File: src/rtl/debounce_pkg.sv
// Shared encodings and the DEBOUNCE legality check for the debounce_sync input stage.
`ifndef DEBOUNCE_PKG_SV
`define DEBOUNCE_PKG_SV

`define DEBOUNCE_RANGE_CHECK(D, W) \
  if (!debounce_pkg::debounce_in_range(D, W)) begin : g_debounce_range_err \
    $error("debounce_sync: DEBOUNCE=%0d outside legal range 1..2^%0d-1", D, W); \
  end

package debounce_pkg;

  typedef enum logic [1:0] {
    ST_LO  = 2'b00,
    CHK_HI = 2'b01,
    ST_HI  = 2'b10,
    CHK_LO = 2'b11
  } state_e;

  // 64-bit arithmetic so wide counters cannot overflow the limit computation
  function automatic bit debounce_in_range(input int unsigned d, input int unsigned w);
    logic [63:0] lim;
    lim = (w >= 64) ? 64'hFFFF_FFFF_FFFF_FFFF : ((64'd1 << w) - 64'd1);
    return (d >= 1) && (64'(d) <= lim);
  endfunction

endpackage

`endif

File: src/rtl/sync2.sv
// Two-flop synchroniser for a single asynchronous level; q is safe to use in the clk domain.
module sync2 #(
  parameter bit RESET_LEVEL = 1'b0
) (
  input  logic clk,
  input  logic reset,
  input  logic d,
  output logic q
);

  logic s1;
  logic s2;

  always_ff @(posedge clk or negedge reset) begin
    if (!reset) begin
      s1 <= RESET_LEVEL;
      s2 <= RESET_LEVEL;
    end else begin
      s1 <= d;
      s2 <= s1;
    end
  end

  assign q = s2;

endmodule

File: src/rtl/debounce_sync.sv
// Synchronise a raw level, qualify changes over DEBOUNCE enabled samples, and drive a
// clean registered level with one-cycle rise/fall pulses.
module debounce_sync
  import debounce_pkg::*;
#(
  parameter int unsigned DEBOUNCE    = 16,
  parameter int unsigned CNT_W       = 8,
  parameter bit          RESET_LEVEL = 1'b0
) (
  input  logic clk,
  input  logic reset,
  input  logic din,
  input  logic en,
  output logic dout,
  output logic rise,
  output logic fall,
  output logic busy
);

  `DEBOUNCE_RANGE_CHECK(DEBOUNCE, CNT_W)

  localparam logic [CNT_W-1:0] CNT_LAST    = CNT_W'(DEBOUNCE - 1);
  localparam state_e           RESET_STATE = RESET_LEVEL ? ST_HI : ST_LO;

  logic             s2;
  state_e           state_q, state_d;
  logic [CNT_W-1:0] cnt_q, cnt_d;
  logic             dout_q, dout_d;
  logic             rise_q, rise_d;
  logic             fall_q, fall_d;
  logic             busy_q, busy_d;

  sync2 #(.RESET_LEVEL(RESET_LEVEL)) u_sync (
    .clk   (clk),
    .reset (reset),
    .d     (din),
    .q     (s2)
  );

  always_ff @(posedge clk or negedge reset) begin
    if (!reset) begin
      state_q <= RESET_STATE;
      cnt_q   <= '0;
      dout_q  <= RESET_LEVEL;
      rise_q  <= 1'b0;
      fall_q  <= 1'b0;
      busy_q  <= 1'b0;
    end else begin
      state_q <= state_d;
      cnt_q   <= cnt_d;
      dout_q  <= dout_d;
      rise_q  <= rise_d;
      fall_q  <= fall_d;
      busy_q  <= busy_d;
    end
  end

  // A level mismatch always wins over the count, so a bounce aborts even with en low.
  always_comb begin
    state_d = state_q;
    cnt_d   = cnt_q;
    dout_d  = dout_q;
    rise_d  = 1'b0;
    fall_d  = 1'b0;
    unique case (state_q)
      ST_LO: begin
        if (s2) begin
          state_d = CHK_HI;
          cnt_d   = '0;
        end
      end
      CHK_HI: begin
        if (!s2) begin
          state_d = ST_LO;
          cnt_d   = '0;
        end else if (en) begin
          if (cnt_q == CNT_LAST) begin
            state_d = ST_HI;
            cnt_d   = '0;
            dout_d  = 1'b1;
            rise_d  = 1'b1;
          end else begin
            cnt_d = cnt_q + CNT_W'(1);
          end
        end
      end
      ST_HI: begin
        if (!s2) begin
          state_d = CHK_LO;
          cnt_d   = '0;
        end
      end
      CHK_LO: begin
        if (s2) begin
          state_d = ST_HI;
          cnt_d   = '0;
        end else if (en) begin
          if (cnt_q == CNT_LAST) begin
            state_d = ST_LO;
            cnt_d   = '0;
            dout_d  = 1'b0;
            fall_d  = 1'b1;
          end else begin
            cnt_d = cnt_q + CNT_W'(1);
          end
        end
      end
      default: state_d = RESET_STATE;
    endcase
    busy_d = (state_d == CHK_HI) || (state_d == CHK_LO);
  end

  assign dout = dout_q;
  assign rise = rise_q;
  assign fall = fall_q;
  assign busy = busy_q;

endmodule

File: config.mk
export PLATFORM = sky130hd
export DESIGN_NAME = debounce_sync
export DESIGN_NICKNAME = d
export VERILOG_FILES = /design/src/rtl/debounce_pkg.sv /design/src/rtl/sync2.sv /design/src/rtl/debounce_sync.sv
export SDC_FILE = /design/constraint.sdc
export NUM_CORES = 1
export LEC_CHECK = 0
export ABC_AREA = 1
export BUFFER_PORTS_ARGS = -buffer_cell sky130_fd_sc_hd__clkbuf_2
export CAP_MARGIN = 25
export CORE_MARGIN = 3
export CORE_UTILIZATION = 35
export CTS_CLUSTER_SIZE = 14
export DETAILED_ROUTE_END_ITERATION = 12
export MAX_ROUTING_LAYER = met4
export SYNTH_ARGS = -nofsm -noshare
export SYNTH_HDL_FRONTEND = slang
export SYNTH_SLANG_ARGS = --single-unit
File: constraint.sdc
create_clock -name clk -period 2.2 [get_ports clk]
set_clock_uncertainty 0.05 [all_clocks]
set_input_delay 0.44 -clock clk [delete_from_list [all_inputs] [get_ports clk]]
set_output_delay 0.44 -clock clk [all_outputs]
set_load 0.05 [all_outputs]
Yosys cells after proc, flatten, opt, wreduce, memory -nomap -nowiden
Cells that the tools add are included.
{ "totals": {"reg_bits": 16, "elab_cells": 57, "output_inout_bits": 4} }
{ "op_classes": {"mux": 29, "reduce_logical": 5, "eq_ne": 14, "n_addsub": 1} }
{ "op_table": {"columns": ["op", "n"], "rows": [
  ["$mux 8", 6],
  ["$pmux 8 s4", 1],
  ["$mux 2", 8],
  ["$mux 1", 12],
  ["$ne 2x2->1 const B", 6],
  ["$add 8x1->8 const B", 1],
  ["$eq 8x4->1 const B", 1],
  ["$pmux 2 s4", 1],
  ["$reduce_and 7->1", 1],
  ["$eq 2x2->1 const B", 3],
  ["$eq 2x1->1 const B", 2],
  ["$ne 2x1->1 const B", 2],
  ["$logic_not 2->1", 1],
  ["$pmux 1 s2", 1],
  ["$reduce_and 2->1", 1],
  ["$reduce_bool 2->1", 1],
  ["$logic_or 1x1->1", 1]
]} }

Longest topological paths before layout
{ "logic_depth": {"depth_word": 7, "ltp_mapped": 9} }

Hierarchy
From an unflattened synthesis, not the netlist that was laid out.
{ "hier_totals": {"cells_unflattened": 102, "hier_area_um2": 869.6} }
{ "by_module_without_submodules": {"columns": ["mod", "area_per_inst_um2", "cells_per_inst", "instances", "seq_area_each_um2"], "rows": [
  ["debounce_sync", 819.5, 100, 1, 350.3],
  ["sync2", 50.0, 2, 1, 50.0]
]} }

Worst setup path before layout
Ideal clock, no wire load.
{ "synth_path": {"path_kind": "register to register", "from": "reg cnt_q[0]", "to": "reg state_q[1]", "setup_slack_ns": 0.901, "t_arrival_ns": 1.127, "setup_time_ns": 0.122, "n_path_buf": 0, "path_stages_with_launch": 9, "path_cell_list": "dfrtp_1 > ha_1 > nand3_2 > nor2_4 > nand2_4 > inv_2 > nand2_4 > nand2_1 > o21ai_1"} }
{ "synth_via": {"elab_chain_cells": 5, "word_cells_on_any_way": 8} }
{ "synth_rtl": {"columns": ["item", "line", "rtl"], "rows": [
  ["from (decl)", "debounce_sync.sv:27", "logic [CNT_W-1:0] cnt_q, cnt_d;"],
  ["from (signal assigned)", "debounce_sync.sv:50", "cnt_q <= cnt_d;"],
  ["$eq 8x4->1 (*)", "debounce_sync.sv:77, debounce_sync.sv:98", null],
  ["$mux 2, on equally long branches", "debounce_sync.sv:98, debounce_sync.sv:77", null],
  ["$mux 2, on equally long branches", "debounce_sync.sv:97, debounce_sync.sv:76", null],
  ["$mux 2, on equally long branches", "debounce_sync.sv:94, debounce_sync.sv:73", null],
  ["$pmux 2 s4 (*)", "debounce_sync.sv:65", "unique case (state_q)"],
  ["named net state_d[1]", "debounce_sync.sv:26", "state_e state_q, state_d;"],
  ["to (signal assigned)", "debounce_sync.sv:49", "state_q <= state_d;"],
  ["to (decl)", "debounce_sync.sv:26", null]
]} }
The timed path passes the listed nets; every way through them passes the cells marked *.
A chain may end at the register's enable or synchronous reset.

Final worst setup path
Same ends and word-level chain as after synthesis.

==> out/qor.txt <==
Initial antenna violation count = 0
Cts repair resizes = 0
Hold Vio Cnt, Final = 0
H-Tree Depth = 1
DR DRC count = 0
Chip Width = 56.0 um
Die Y = 56.0 um
Starting density of the core = 38.0%
Tot GR Track Use = 11.6%
Worst slew pin tran = 407 ps
FF+latch area = 400 um2
Mean area per synthesized cell = 8.09 um2
RD Place Congestion = 0.884
Setup TNS = 0 ps
Critical Path End Type = register
Largest net degree at the start of global routing = 17
Initial DRC count = 28
Setup crit start kind = register
Critical path arrival = 1560 ps
Syn nets = 113
Seq/Total Area, Yosys = 45.8%
Multi-input gate area = 398 um2
Clock transition at path regs = 100 ps
Area contributors post-synth = dfrtp_1 46%, nand2_1 16%, inv_1 5.2%
Biggest area consumer among synthesized cells = dfrtp_1
Final Max Slew Viols = 0
Worst Path Max Fanout = 5
Fill cell count = 249
Via density = 4.81
Pre-antenna DRT Iters = 4
# rows = 17
PD cells = 588 nW/um2
Wire per inst = 10.8 um
Crit path time final = 1430 ps
Share of cells above drive strength 1 = 20.5%
Skew-Pair Late Insertion Delay = 290 ps
Outcome = finished clean
Setup repair bufs after CTS = 0
Vias in the first global route = 615
Overall power = 0.565 mW
Layout area overhead = 10.0%
F_max = 701 MHz
Core ar. = 2300 um2
Yosys reg bits = 16
Maximum capacitance violations = 0
Num ports = 8
Die area = 3130 um2
Root buffer cell = clkbuf_4
Diodes inserted = 0
Syn. warnings = 0
Crit path required time = 2330 ps
Total CTS buffers = 3
Post-DRT Antenna Nets = 0
Post-synthesis cell count = 108
CTS tree = built
Post-synth top area share = 45.8%
PortBufs = 7
Leakage Power = 0.535 nW
Via count = 697
Nets = 123
Hold-fix buffers, CTS = 0
RSZ-0062 raised after global routing = no
Final setup fails = 0
Netlist cell types = 19
Global-route wire length before repair = 2760 um
Clk buf depth = 2
HP Class = input port to async pin
Critical path class = register to register
Final period utilization = 64.8%
Total gr overflow = 0
Clock sinks = 16
Slew margin rel. = 72.9%
Max VDD drop = 0.384 mV
Commonest non-fill, non-tap cell in the layout = nand2_1
Post-DP HPWL = 1140 um
Cell Area, Synth = 873 um2
Most frequent cells in the layout = 37 x nand2_1, 16 x dfrtp_1, 12 x inv_1
Final wirelength = 1560 um
[critical path: stages (launching register included)]
cell     delay, ps
dfrtp_1        420
ha_1           210
nand3_2        110
nor2_4         160
nand2_4         80
inv_2          100
nand2_4         70
nand2_1         60
o21ai_1         60
[routing by layer]
layer | global-route usage (%) | vias to the layer above | wire length, um
li1 | - | 351 | -
met1 | 15.0 | 324 | 734
met2 | 16.9 | 17 | 725
met3 | 2.78 | 5 | 65
met4 | 6.10 | 0 | 35
met5 | - | - | 0
[where the power goes]
group / internal [mW] / switching (mW) / leakage (nW) / total, mW
sequential: 0.303 / 0.00791 / 0.211 / 0.311
combinational: 0.0143 / 0.0417 / 0.303 / 0.0560
clock: 0.101 / 0.0970 / 0.0210 / 0.198
[path summary, 6_finish.rpt]
path	from	end	slack, ps	depth (start not counted)
setup / recovery	cnt_q[0]	state_q[1]	770	8
hold / removal	reset	cnt_q[1]	5	1
setup reg to reg	cnt_q[0]	state_q[1]	770	8
hold reg to reg	u_sync.s1	u_sync.q	320	0
max in group asynchronous	reset	rise	1810	1
min in group clk	din	u_sync.s1	200	1
[area by class of cell]
class | instances | share of cell area, %
Inverter | 15 | 5.86
Clock buffer | 4 | 3.78
Sequential cell | 16 | 41.7
Timing Repair Buffer | 7 | 3.65
Multi-Input combinational cell | 75 | 41.4
Tap cell | 28 | 3.65
[flip-flops by register name, indices dropped and copies added, names as in the netlist]
| name | count |
|---|---|
| cnt_q | 8 |
| state_q | 2 |
| busy | 1 |
| dout | 1 |
| fall | 1 |
| rise | 1 |
| u_sync.q | 1 |
| u_sync.s1 | 1 |
[through the flow]
stage | instance area [um2] | util (%) | std cells | setup WS (ps) | hold WS, ps
after floorplan | 873 | - | 108 | 901 | 94.4
final | 961 | 41.8 | 145 | 774 | 5.32
after global routing | 961 | 41.8 | 145 | 624 | 25.0
after CTS | 961 | 41.8 | 145 | 771 | 19.0
after detailed placement | 925 | 40.3 | 141 | 752 | 302
after global placement | 925 | 40.3 | 141 | 753 | 299
[cells by family after synthesis]
family                     after synthesis  share of synthesized area, %
and+or+nand+nor                         66                          37.5
buffers and inverters                   17                          8.60
DFF                                     16                          45.8
AOI/OAI and AO/OA                        4                          2.58
xor gates and xnor gates                 4                          4.01
adders and majority gates                1                          1.43
[cell usage after synthesis]
master    number
nand4_1        5
nand3_2        1
xor2_1         4
nand2_1       37
nor2_4         3
inv_1         12
nand2_4        2
nor3_2         2
nand3_1        5
ha_1           1
nor2_1         9
nor2_2         2
o21bai_1       1
inv_2          3
dfrtp_1       16
a21oi_1        2
buf_6          1
buf_4          1
o21ai_1        1
Note: power is estimated with default switching activity, not from simulation.
